===== config.mk =====
export PLATFORM = sky130hd
export DESIGN_NAME = lsu_mem_master
export DESIGN_NICKNAME = d
export VERILOG_FILES = /design/src/rtl/lsu_pkg.sv /design/src/rtl/lsu_align.sv /design/src/rtl/lsu_mem_master.sv
export SDC_FILE = /design/constraint.sdc
export NUM_CORES = 1
export LEC_CHECK = 0
export CORE_MARGIN = 2
export CORE_UTILIZATION = 51
export DETAILED_ROUTE_END_ITERATION = 10
export PLACE_DENSITY = 0.88
export SYNTH_ARGS = -nofsm -noshare
export SYNTH_HDL_FRONTEND = slang
export SYNTH_HIERARCHICAL = 1
export SYNTH_SLANG_ARGS = --single-unit

===== constraint.sdc =====
create_clock -name clk -period 4.72 [get_ports clk]
set_input_delay 0.944 -clock clk [delete_from_list [all_inputs] [get_ports clk]]
set_output_delay 0.944 -clock clk [all_outputs]
set_load 0.01 [all_outputs]

===== src/rtl/lsu_pkg.sv =====
// ----------------------------------------------------------------------------
// lsu_pkg
//   Shared types and helpers for the load/store memory master.
//   - size_e  : access size encoding (byte, half, word, double)
//   - state_e : FSM state encoding; ACC1 exists only when the optional
//               LSU_MISALIGN_SPLIT_EN macro is defined
//   - size_bytes()  : number of bytes for an access size
//   - expand_mask() : byte-enable vector -> 64-bit bit mask
// ----------------------------------------------------------------------------
package lsu_pkg;

    localparam logic [63:0] MEM_BASE_DEF = 64'h0000_0000_8000_0000;
    localparam logic [63:0] MEM_SIZE_DEF = 64'h0000_0000_0800_0000;

    typedef enum logic [1:0] {
        SZ_B = 2'd0,
        SZ_H = 2'd1,
        SZ_W = 2'd2,
        SZ_D = 2'd3
    } size_e;

`ifdef LSU_MISALIGN_SPLIT_EN
    typedef enum logic [1:0] {
        ST_IDLE = 2'd0,
        ST_ACC0 = 2'd1,
        ST_ACC1 = 2'd2,
        ST_RESP = 2'd3
    } state_e;
`else
    typedef enum logic [1:0] {
        ST_IDLE = 2'd0,
        ST_ACC0 = 2'd1,
        ST_RESP = 2'd3
    } state_e;
`endif

    function automatic logic [3:0] size_bytes(input size_e sz);
        return 4'd1 << sz;
    endfunction

    function automatic logic [63:0] expand_mask(input logic [7:0] byte_en);
        logic [63:0] m;
        for (int i = 0; i < 8; i++) begin
            m[8*i +: 8] = {8{byte_en[i]}};
        end
        return m;
    endfunction

endpackage


===== src/rtl/lsu_align.sv =====
// ----------------------------------------------------------------------------
// lsu_align
//   Purely combinational lane logic for one access.
//   Ports:
//     off        in   3   byte offset of the access inside its doubleword
//     size       in   2   access size (size_e)
//     sign_ext   in   1   sign-extend the load result
//     beat       in   1   0 = first doubleword, 1 = following doubleword
//     wdata      in   64  right-aligned store data
//     rd0, rd1   in   64  first / second doubleword read data (rd1 = 0 if unused)
//     mask       out  64  bit mask of the bytes this beat touches
//     lane_data  out  64  store data shifted into this beat's byte lanes
//     load_data  out  64  merged, truncated and extended load result
// ----------------------------------------------------------------------------
module lsu_align
    import lsu_pkg::*;
(
    input  logic [2:0]  off,
    input  size_e       size,
    input  logic        sign_ext,
    input  logic        beat,
    input  logic [63:0] wdata,
    input  logic [63:0] rd0,
    input  logic [63:0] rd1,
    output logic [63:0] mask,
    output logic [63:0] lane_data,
    output logic [63:0] load_data
);

    logic [15:0] span;
    logic [6:0]  lo_shift;
    logic [6:0]  hi_shift;
    logic [63:0] merged;

    // Byte enables over two consecutive doublewords: low byte covers the first
    // beat, high byte the spill-over into the next doubleword.
    assign span     = ((16'h1 << size_bytes(size)) - 16'h1) << off;
    assign lo_shift = {1'b0, off, 3'b000};
    // At off = 0 this is 64, which shifts everything out -- exactly what an
    // unused second beat should contribute.
    assign hi_shift = 7'd64 - lo_shift;

    assign mask      = expand_mask(beat ? span[15:8] : span[7:0]);
    assign lane_data = beat ? (wdata >> hi_shift) : (wdata << lo_shift);
    assign merged    = (rd0 >> lo_shift) | (rd1 << hi_shift);

    always_comb begin
        // NOTE: every combinational output gets a default first so no path
        // leaves it unassigned and a latch is never inferred.
        load_data = merged;
        case (size)
            SZ_B:    load_data = {{56{sign_ext & merged[7]}},  merged[7:0]};
            SZ_H:    load_data = {{48{sign_ext & merged[15]}}, merged[15:0]};
            SZ_W:    load_data = {{32{sign_ext & merged[31]}}, merged[31:0]};
            default: load_data = merged;
        endcase
    end

endmodule


===== src/rtl/lsu_mem_master.sv =====
// ----------------------------------------------------------------------------
// lsu_mem_master
//   Initiator side of the 64-bit data-memory port. Takes one load/store at a
//   time from the MEM stage, runs one (or two) doubleword beats on the memory
//   port and returns aligned, extended load data.
//
//   Optional feature macro: LSU_MISALIGN_SPLIT_EN
//     defined     : accesses crossing a doubleword boundary run as ACC0 + ACC1
//     not defined : such accesses complete immediately with resp_err = 1
//
//   Ports:
//     clk, rst_n                clock, asynchronous active-low reset
//     req_valid/req_ready       request handshake (ready only in IDLE)
//     req_wen, req_size,        store flag, size (B/H/W/D), load sign-extend,
//     req_signed, req_addr,     byte address, right-aligned store data
//     req_wdata
//     resp_valid/resp_ready     response handshake (held until accepted)
//     resp_rdata, resp_err      load result (0 for stores/errors), error flag
//     mem_read, mem_write       memory strobes, active only during ACC beats
//     write_mask, data_addr,    bit mask, doubleword address, lane-shifted
//     write_data                store data
//     read_data                 combinational read of the addressed doubleword
// ----------------------------------------------------------------------------
module lsu_mem_master
    import lsu_pkg::*;
#(
    parameter logic [63:0] MEM_BASE = MEM_BASE_DEF,
    parameter logic [63:0] MEM_SIZE = MEM_SIZE_DEF
) (
    input  logic        clk,
    input  logic        rst_n,
    input  logic        req_valid,
    output logic        req_ready,
    input  logic        req_wen,
    input  logic [1:0]  req_size,
    input  logic        req_signed,
    input  logic [63:0] req_addr,
    input  logic [63:0] req_wdata,
    output logic        resp_valid,
    input  logic        resp_ready,
    output logic [63:0] resp_rdata,
    output logic        resp_err,
    output logic        mem_read,
    output logic        mem_write,
    output logic [63:0] write_mask,
    output logic [63:0] data_addr,
    output logic [63:0] write_data,
    input  logic [63:0] read_data
);

    localparam logic [63:0] MEM_END = MEM_BASE + MEM_SIZE;

    state_e      state;
    state_e      state_next;

    logic [60:0] dw_q;
    logic [2:0]  off_q;
    size_e       size_q;
    logic        wen_q;
    logic        sign_q;
    logic        err_q;
    logic [63:0] wdata_q;
    logic [63:0] rdata_q;

    logic        addr_legal;
    logic        req_fault;

    logic        align_beat;
    logic [63:0] align_rd0;
    logic [63:0] align_rd1;
    logic [63:0] lane_mask;
    logic [63:0] lane_data;
    logic [63:0] load_data;

    assign addr_legal = (req_addr >= MEM_BASE) && (req_addr < MEM_END);

`ifdef LSU_MISALIGN_SPLIT_EN
    logic [63:0] rd0_q;
    logic        acc_cross;

    assign acc_cross  = ({1'b0, off_q} + size_bytes(size_q)) > 4'd8;
    assign req_fault  = !addr_legal;
    // The second beat merges the first doubleword captured during ACC0 with
    // the live read of the following one.
    assign align_beat = (state == ST_ACC1);
    assign align_rd0  = align_beat ? rd0_q : read_data;
    assign align_rd1  = align_beat ? read_data : 64'h0;
`else
    logic        req_cross;

    assign req_cross  = ({1'b0, req_addr[2:0]} + size_bytes(size_e'(req_size))) > 4'd8;
    assign req_fault  = !addr_legal || req_cross;
    assign align_beat = 1'b0;
    assign align_rd0  = read_data;
    assign align_rd1  = 64'h0;
`endif

    lsu_align u_align (
        .off       (off_q),
        .size      (size_q),
        .sign_ext  (sign_q),
        .beat      (align_beat),
        .wdata     (wdata_q),
        .rd0       (align_rd0),
        .rd1       (align_rd1),
        .mask      (lane_mask),
        .lane_data (lane_data),
        .load_data (load_data)
    );

    // ---------------- FSM: state register ----------------
    always_ff @(posedge clk or negedge rst_n) begin
        // NOTE: sequential state uses non-blocking assignments so every flop
        // samples pre-edge values regardless of process ordering.
        if (!rst_n) begin
            state <= ST_IDLE;
        end else begin
            state <= state_next;
        end
    end

    // ---------------- FSM: next-state logic ----------------
    always_comb begin
        state_next = state;
        case (state)
            ST_IDLE: begin
                if (req_valid) begin
                    // Faulting requests skip the memory beats entirely.
                    state_next = req_fault ? ST_RESP : ST_ACC0;
                end
            end
`ifdef LSU_MISALIGN_SPLIT_EN
            ST_ACC0: state_next = acc_cross ? ST_ACC1 : ST_RESP;
            ST_ACC1: state_next = ST_RESP;
`else
            ST_ACC0: state_next = ST_RESP;
`endif
            ST_RESP: begin
                if (resp_ready) begin
                    state_next = ST_IDLE;
                end
            end
            default: state_next = ST_IDLE;
        endcase
    end

    // ---------------- FSM: outputs ----------------
    always_comb begin
        mem_read   = 1'b0;
        mem_write  = 1'b0;
        write_mask = 64'h0;
        data_addr  = 64'h0;
        write_data = 64'h0;
        case (state)
            ST_ACC0: begin
                mem_read   = !wen_q;
                mem_write  = wen_q;
                data_addr  = {dw_q, 3'b000};
                write_mask = wen_q ? lane_mask : 64'h0;
                write_data = wen_q ? lane_data : 64'h0;
            end
`ifdef LSU_MISALIGN_SPLIT_EN
            ST_ACC1: begin
                mem_read   = !wen_q;
                mem_write  = wen_q;
                data_addr  = {dw_q + 61'd1, 3'b000};
                write_mask = wen_q ? lane_mask : 64'h0;
                write_data = wen_q ? lane_data : 64'h0;
            end
`endif
            default: ;
        endcase
    end

    assign req_ready  = (state == ST_IDLE);
    assign resp_valid = (state == ST_RESP);
    assign resp_err   = err_q;
    assign resp_rdata = rdata_q;

    // ---------------- Request / response datapath ----------------
    always_ff @(posedge clk or negedge rst_n) begin
        if (!rst_n) begin
            dw_q    <= '0;
            off_q   <= '0;
            size_q  <= SZ_B;
            wen_q   <= 1'b0;
            sign_q  <= 1'b0;
            err_q   <= 1'b0;
            wdata_q <= '0;
            rdata_q <= '0;
`ifdef LSU_MISALIGN_SPLIT_EN
            rd0_q   <= '0;
`endif
        end else begin
            case (state)
                ST_IDLE: begin
                    if (req_valid) begin
                        dw_q    <= req_addr[63:3];
                        off_q   <= req_addr[2:0];
                        size_q  <= size_e'(req_size);
                        wen_q   <= req_wen;
                        sign_q  <= req_signed;
                        wdata_q <= req_wdata;
                        err_q   <= req_fault;
                        // Stores and faults report zero data.
                        rdata_q <= '0;
                    end
                end
                ST_ACC0: begin
`ifdef LSU_MISALIGN_SPLIT_EN
                    rd0_q <= read_data;
`endif
                    // For a crossing load this partial result is overwritten in ACC1.
                    if (!wen_q) begin
                        rdata_q <= load_data;
                    end
                end
`ifdef LSU_MISALIGN_SPLIT_EN
                ST_ACC1: begin
                    if (!wen_q) begin
                        rdata_q <= load_data;
                    end
                end
`endif
                default: ;
            endcase
        end
    end

endmodule


# Yosys cells after proc, flatten, opt, wreduce, memory -nomap -nowiden
# Cells that the tools add are included.
dict set report word_totals {
  output_inout_bits 261
  wordCells 58
  register_bits 199
  in_bits 200
}
dict set report op_classes {
  muxes 15
  n_eq_ne 7
  bitwise 4
  add_sub_neg 3
  shift 7
  n_reduce_logical 10
  order_cmp 3
}
# operator n
set op_table {}
lappend op_table {{64-bit 2-to-1 mux} 7}
lappend op_table {{64-bit case mux with 3 select lines} 1}
lappend op_table {{64-bit case mux with 2 select lines} 1}
lappend op_table {{64-bit by 32-bit >= comparator with 1-bit output (second input constant)} 1}
lappend op_table {{64-bit by 32-bit < comparator with 1-bit output (second input constant)} 1}
lappend op_table {{64-bit bitwise OR} 1}
lappend op_table {{1-bit by 7-bit << shifter with 64-bit output (first input constant)} 1}
lappend op_table {{64-bit by 6-bit << shifter with 64-bit output} 1}
lappend op_table {{64-bit by 6-bit >> shifter with 64-bit output} 1}
lappend op_table {{1-bit by 4-bit << shifter with 16-bit output (first input constant)} 1}
lappend op_table {{16-bit by 3-bit << shifter with 8-bit output} 1}
lappend op_table {{16-bit by 1-bit subtractor with 16-bit output (second input constant)} 1}
lappend op_table {{1-bit by 2-bit << shifter with 4-bit output (first input constant)} 2}
lappend op_table {{7-bit by 6-bit subtractor with 7-bit output (first input constant)} 1}
lappend op_table {{2-bit 2-to-1 mux} 3}
lappend op_table {{2-bit case mux with 3 select lines} 1}
lappend op_table {{3-bit by 4-bit adder with 4-bit output} 1}
lappend op_table {{2-bit by 1-bit == test with 1-bit output (second input constant)} 2}
lappend op_table {{2-bit == test (second input constant)} 2}
lappend op_table {{4-bit greater-than comparator (second input constant)} 1}
lappend op_table {{2-bit logical NOT} 2}
lappend op_table {{2-bit inequality test (second input constant)} 2}
lappend op_table {{2-bit AND reduction} 2}
lappend op_table {{1-bit bitwise AND} 3}
lappend op_table {{other kinds (7)} 9}

# Longest topological paths before layout
dict set report depth {
  ltp_word 7
  mapped_depth 17
  mapped_depth_nobuf 9
}

# Cells and area by module
# Netlist, hierarchy kept.
# module seq_area_each_um2 instances area_per_inst_um2 cells_per_inst
set modules_own_cells {}
lappend modules_own_cells {lsu_mem_master 4979.8 1 9180.1 697}
lappend modules_own_cells {lsu_align 0.0 1 8695.8 1192}

# Least setup slack after synthesis
# Ideal clock, no wire load.
dict set report synth_timing {
  kind {flip-flop to output port}
  start {reg off_q[0]}
  end {out write_data[0]}
  path_stages_with_launch 16
  path_buffers 10
  t_arrival_ns 2.933
  path_slack_ns 0.843
  required_ns 3.776
  cell_sequence {dfrtp_1 > buf_6 > buf_6 > inv_1 > buf_4 > buf_2 > clkbuf_1 > ha_1 > buf_2 > buf_2 > buf_2 > buf_2 > buf_2 > a211oi_1 > o22ai_1 > and3_1}
}
dict set report synth_via {
  elab_chain_len 3
}
# element line
set synth_rtl {}
lappend synth_rtl {{start, declared} lsu_mem_master.sv:57} ;# logic [2:0] off_q;
lappend synth_rtl {{start signal, assigned} lsu_mem_master.sv:199} ;# off_q <= req_addr[2:0];
lappend synth_rtl {{64-bit by 6-bit << shifter with 64-bit output} lsu_align.sv:44} ;# assign lane_data = beat ? (wdata >> hi_shift) : (wdata << lo_shift);
lappend synth_rtl {{named net lane_data[0]} lsu_mem_master.sv:72} ;# logic [63:0] lane_data;
lappend synth_rtl {{64-bit 2-to-1 mux} lsu_mem_master.sv:160} ;# write_data = wen_q ? lane_data : 64'h0;
lappend synth_rtl {{64-bit 2-to-1 mux} lsu_mem_master.sv:154} ;# case (state)
lappend synth_rtl {{end, declared} lsu_mem_master.sv:47} ;# output logic [63:0] write_data,
# The timed path passes the listed nets, and every way through them passes these cells.

# Final worst setup path
dict set report layout_timing {
  start {reg size_q[1]}
  end {out write_mask[32]}
}
dict set report layout_via {
  elab_chain_len 6
}
# element line
set layout_rtl {}
lappend layout_rtl {{start, declared} lsu_mem_master.sv:58} ;# size_e size_q;
lappend layout_rtl {{start signal, assigned} lsu_mem_master.sv:200} ;# size_q <= size_e'(req_size);
lappend layout_rtl {{1-bit by 2-bit << shifter with 4-bit output} lsu_pkg.sv:38} ;# return 4'd1 << sz;
lappend layout_rtl {{1-bit by 4-bit << shifter with 16-bit output} lsu_align.sv:37} ;# assign span = ((16'h1 << size_bytes(size)) - 16'h1) << off;
lappend layout_rtl {{16-bit by 1-bit subtractor with 16-bit output} lsu_align.sv:37}
lappend layout_rtl {{16-bit by 3-bit << shifter with 8-bit output} lsu_align.sv:37}
lappend layout_rtl {{named net lane_mask[32]} lsu_mem_master.sv:71} ;# logic [63:0] lane_mask;
lappend layout_rtl {{64-bit 2-to-1 mux} lsu_mem_master.sv:159} ;# write_mask = wen_q ? lane_mask : 64'h0;
lappend layout_rtl {{64-bit 2-to-1 mux} lsu_mem_master.sv:154}
lappend layout_rtl {{end, declared} lsu_mem_master.sv:45} ;# output logic [63:0] write_mask,
# The timed path passes the listed nets, and every way through them passes these cells.

==> results.md <==
- Routed len/inst: 25.1 um
- Cells on worst reg2reg path: 8
- Startpoint Class: register
- Fin crit share: 0.970
- Net switching power: 0.00927 W
- Worst Max-Slew Pin Slew: 1.78 ns
- Share of the synthesized area in the top cell type: 0.279
- Gpl congestion: 0.983
- WL final: 70300 um
- Reg2reg end: resp_rdata[51]
- Hold endpoint: resp_rdata[32]
- Clock transition at the registers of the reported paths: 0.08 ns
- Hold_buf cts: 0
- Core area: 34500 sq um
- Crit-path max FO: 14
- FMAX: 218 MHz
- Root Driver: clkbuf_16
- Sequential share of power: 0.201
- Count leader, synth: dfrtp_1
- IO Port Bufs: 457
- Largest cells by area after synthesis: dfrtp_1 (28%), mux2i_1 (8.5%), mux2_2 (7.7%), mux4_2 (7.3%), mux2_4 (4.9%)
- Async set or reset register ratio after synthesis: 1.00
- Row cnt: 68
- Initial Utilization: 0.517
- Sink Count: 199
- Hold slack final: 0.500 ns
- # setup viols final: 0
- Failing checks: max-slew violations
- Clock power frac: 0.078
- Die Span Y: 191 um
- Seq/Total Area, Yosys: 0.279
- Logic gate share of total power: 0.721
- Netlist cell types: 77
- Via count: 17.9k
- Commonest cells post-synth: dfrtp_1 (199), mux2i_1 (151), and3_1 (137), nand2_1 (137), mux2_2 (122)
- Min Tclk post-route: 4.58 ns
- Post-synthesis register bit count: 199
- Filler instances: 2766
- Sequential Area: 4990 sq um
- Drt initial violations: 2134
- Reg2Reg Setup Slack: 0.95 ns
- Worst-skew pair later-pin latency: 0.47 ns
- Gr ovfl total: 0
- Leading area contributor after synthesis: dfrtp_1
- MaxCap Viol Count: 0
- R2r startpoint: off_q[1]
- Final HPWL DP: 50100 um
- Power Internal: 0.00925 W
- Setup repair after global routing missed its margin: false
- Die area: 36600 sq um
- Primary FF master, synth: dfrtp_1
- Outcome: finished with violations
- Post-DRT Antenna Nets: 0
- Instance count of the mapped netlist: 1889
- Ratio of cells with drive above 1 in the final layout: 0.146
- Final Hold Viols: 0
- P&R area growth vs syn: 29.4%
- First-pass DRT Iterations: 8
- Min-delay worst type: register to register
- CTS tree: built
- Syn avg cell area: 9.46 sq um
- # Post-CTS Setup Buffers: 0
- Clock Skew: 0.0106 ns
- Number of flops mapped to enable cells by yosys: 0
- DRC Markers: 0
- Synth Warn #: 6
- CP required: 3.78 ns
- Crit path arrival time: 3.63 ns
- Hold path depth: 1
- Die X: 191 um
- First-pass GRT wire length: 105000 um
- Hold path startpoint: resp_rdata[32]
- Sw frac: 0.501
- Final Max Tran Viols: 20
- H-Tree Depth: 4
- CTS Buffer Depth: 2
- Largest net degree at the start of global routing: 172
- Setup tns final: 0 ns
- GR Util All Layers: 0.379
- Cell Area, Synth: 17900 sq um
- Final-stage net count: 2532
- Crit Path Class: register to primary output
- Worst slew margin: -0.189
- Drt via density: 6.41
- Total CTS buffers: 17
- P_leak: 10.1 nW
- Initial antenna violation count: 6
- Num ports: 461
- Area of the multi-input gates: 11900 sq um
- Critical path endpoint category: primary output
- Post_cts resized: 0
- IR drop worst, VDD: 0.752 mV
- Vias in the first global route: 17.2k
- Power per Cell Area: 801 nW/um^2
worst max-delay path, stage by stage, from the launching register on:
cell and delay, ns:
dfrtp_1 0.44, buf_4 0.23, nor2b_1 0.27, ha_1 0.34, mux2_2 0.22, a21oi_1 0.08
o21ai_0 0.16, mux2i_1 0.17, o21ai_0 0.32, buf_4 0.21, and3_1 0.16, clkdlybuf4s50_1 0.56
power by group through the flow:
stage	clock network [W]	logic [W]	registers, W
after global routing	0.00154	0.0141	0.00378
after global placement	0	0.0125	0.00362
after floorplan	0	0.00956	0.00318
after detailed placement	0	0.0127	0.00366
final	0.00145	0.0134	0.00372
after CTS	0.00147	0.0128	0.00364
cell type report:
type	instances	share of cell area
multi-input combinational	1587	0.516
timing repair buffer	504	0.216
sequential	199	0.216
tap	455	0.0246
clock buffer	17	0.0184
clock inverter	14	0.00579
inverter	16	0.00260
antenna	4	0.000433
through the flow:
stage	worst slack (ns)	std cells	utilization	area (sq um)	power, W
final	0.143	2796	0.669	23100	0.0185
after global placement	0.873	2761	0.653	22600	0.0161
after CTS	0.189	2792	0.669	23100	0.0179
after floorplan	0.843	2054	-	18500	0.0127
after detailed placement	0.714	2761	0.653	22600	0.0164
after global routing	0.0110	2792	0.669	23100	0.0194
routing by layer:
metal,part of all wire,track usage
met5,0.00087,0
met4,0.054,0.193
met3,0.12,0.108
met2,0.46,0.599
met1,0.37,0.472
cell usage in the layout, fill, tap and decap left out, drive strengths merged, types with 14 or more instances in the layout:
master,n
conb,166
dfrtp,199
o2bb2ai,14
o22ai,44
nand2,138
clkbuf,18
a2bb2oi,20
a22oi,16
inv,20
nor3,21
a21oi,107
mux4,58
and2,74
nor2b,17
mux2,180
a22o,66
o21ai,88
o211ai,26
mux2i,151
a211oi,26
nand3,31
buf,47
and3,137
clkdlybuf4s50,456
nor2,89
flip-flops by register name (all words and copies together), names as in the netlist:
register    flops
resp_rdata     64
dw_q           61
wen_q           1
wdata_q        64
off_q           3
size_q          2
sign_q          1
state           2
resp_err        1
cell families after synthesis:
| kind of cell | after synthesis | share of synthesized area |
|---|---|---|
| multiplexers | 389 | 0.283 |
| adder cells (fa/ha/maj) | 7 | 0.00532 |
| AND/OR/NAND/NOR | 541 | 0.156 |
| flip-flops | 199 | 0.279 |
| other | 1 | 0.000210 |
| buffers and inverters | 268 | 0.0906 |
| XOR/XNOR | 1 | 0.000490 |
| AO/OA/AOI/OAI | 483 | 0.186 |
worst max path at each step:
| stage | from | endpoint | slack, ns | cells after the start |
|---|---|---|---|---|
| after floorplan | off_q[0] | write_data[0] | 0.84 | 15 |
| after global placement | size_q[1] | write_mask[34] | 0.87 | 11 |
| after detailed placement | size_q[1] | write_mask[32] | 0.71 | 11 |
| after CTS | size_q[1] | write_mask[32] | 0.19 | 11 |
| after global routing | size_q[1] | write_mask[47] | 0.01 | 9 |
| final | size_q[1] | write_mask[32] | 0.14 | 11 |
Note: power is estimated with default switching activity, not from simulation.
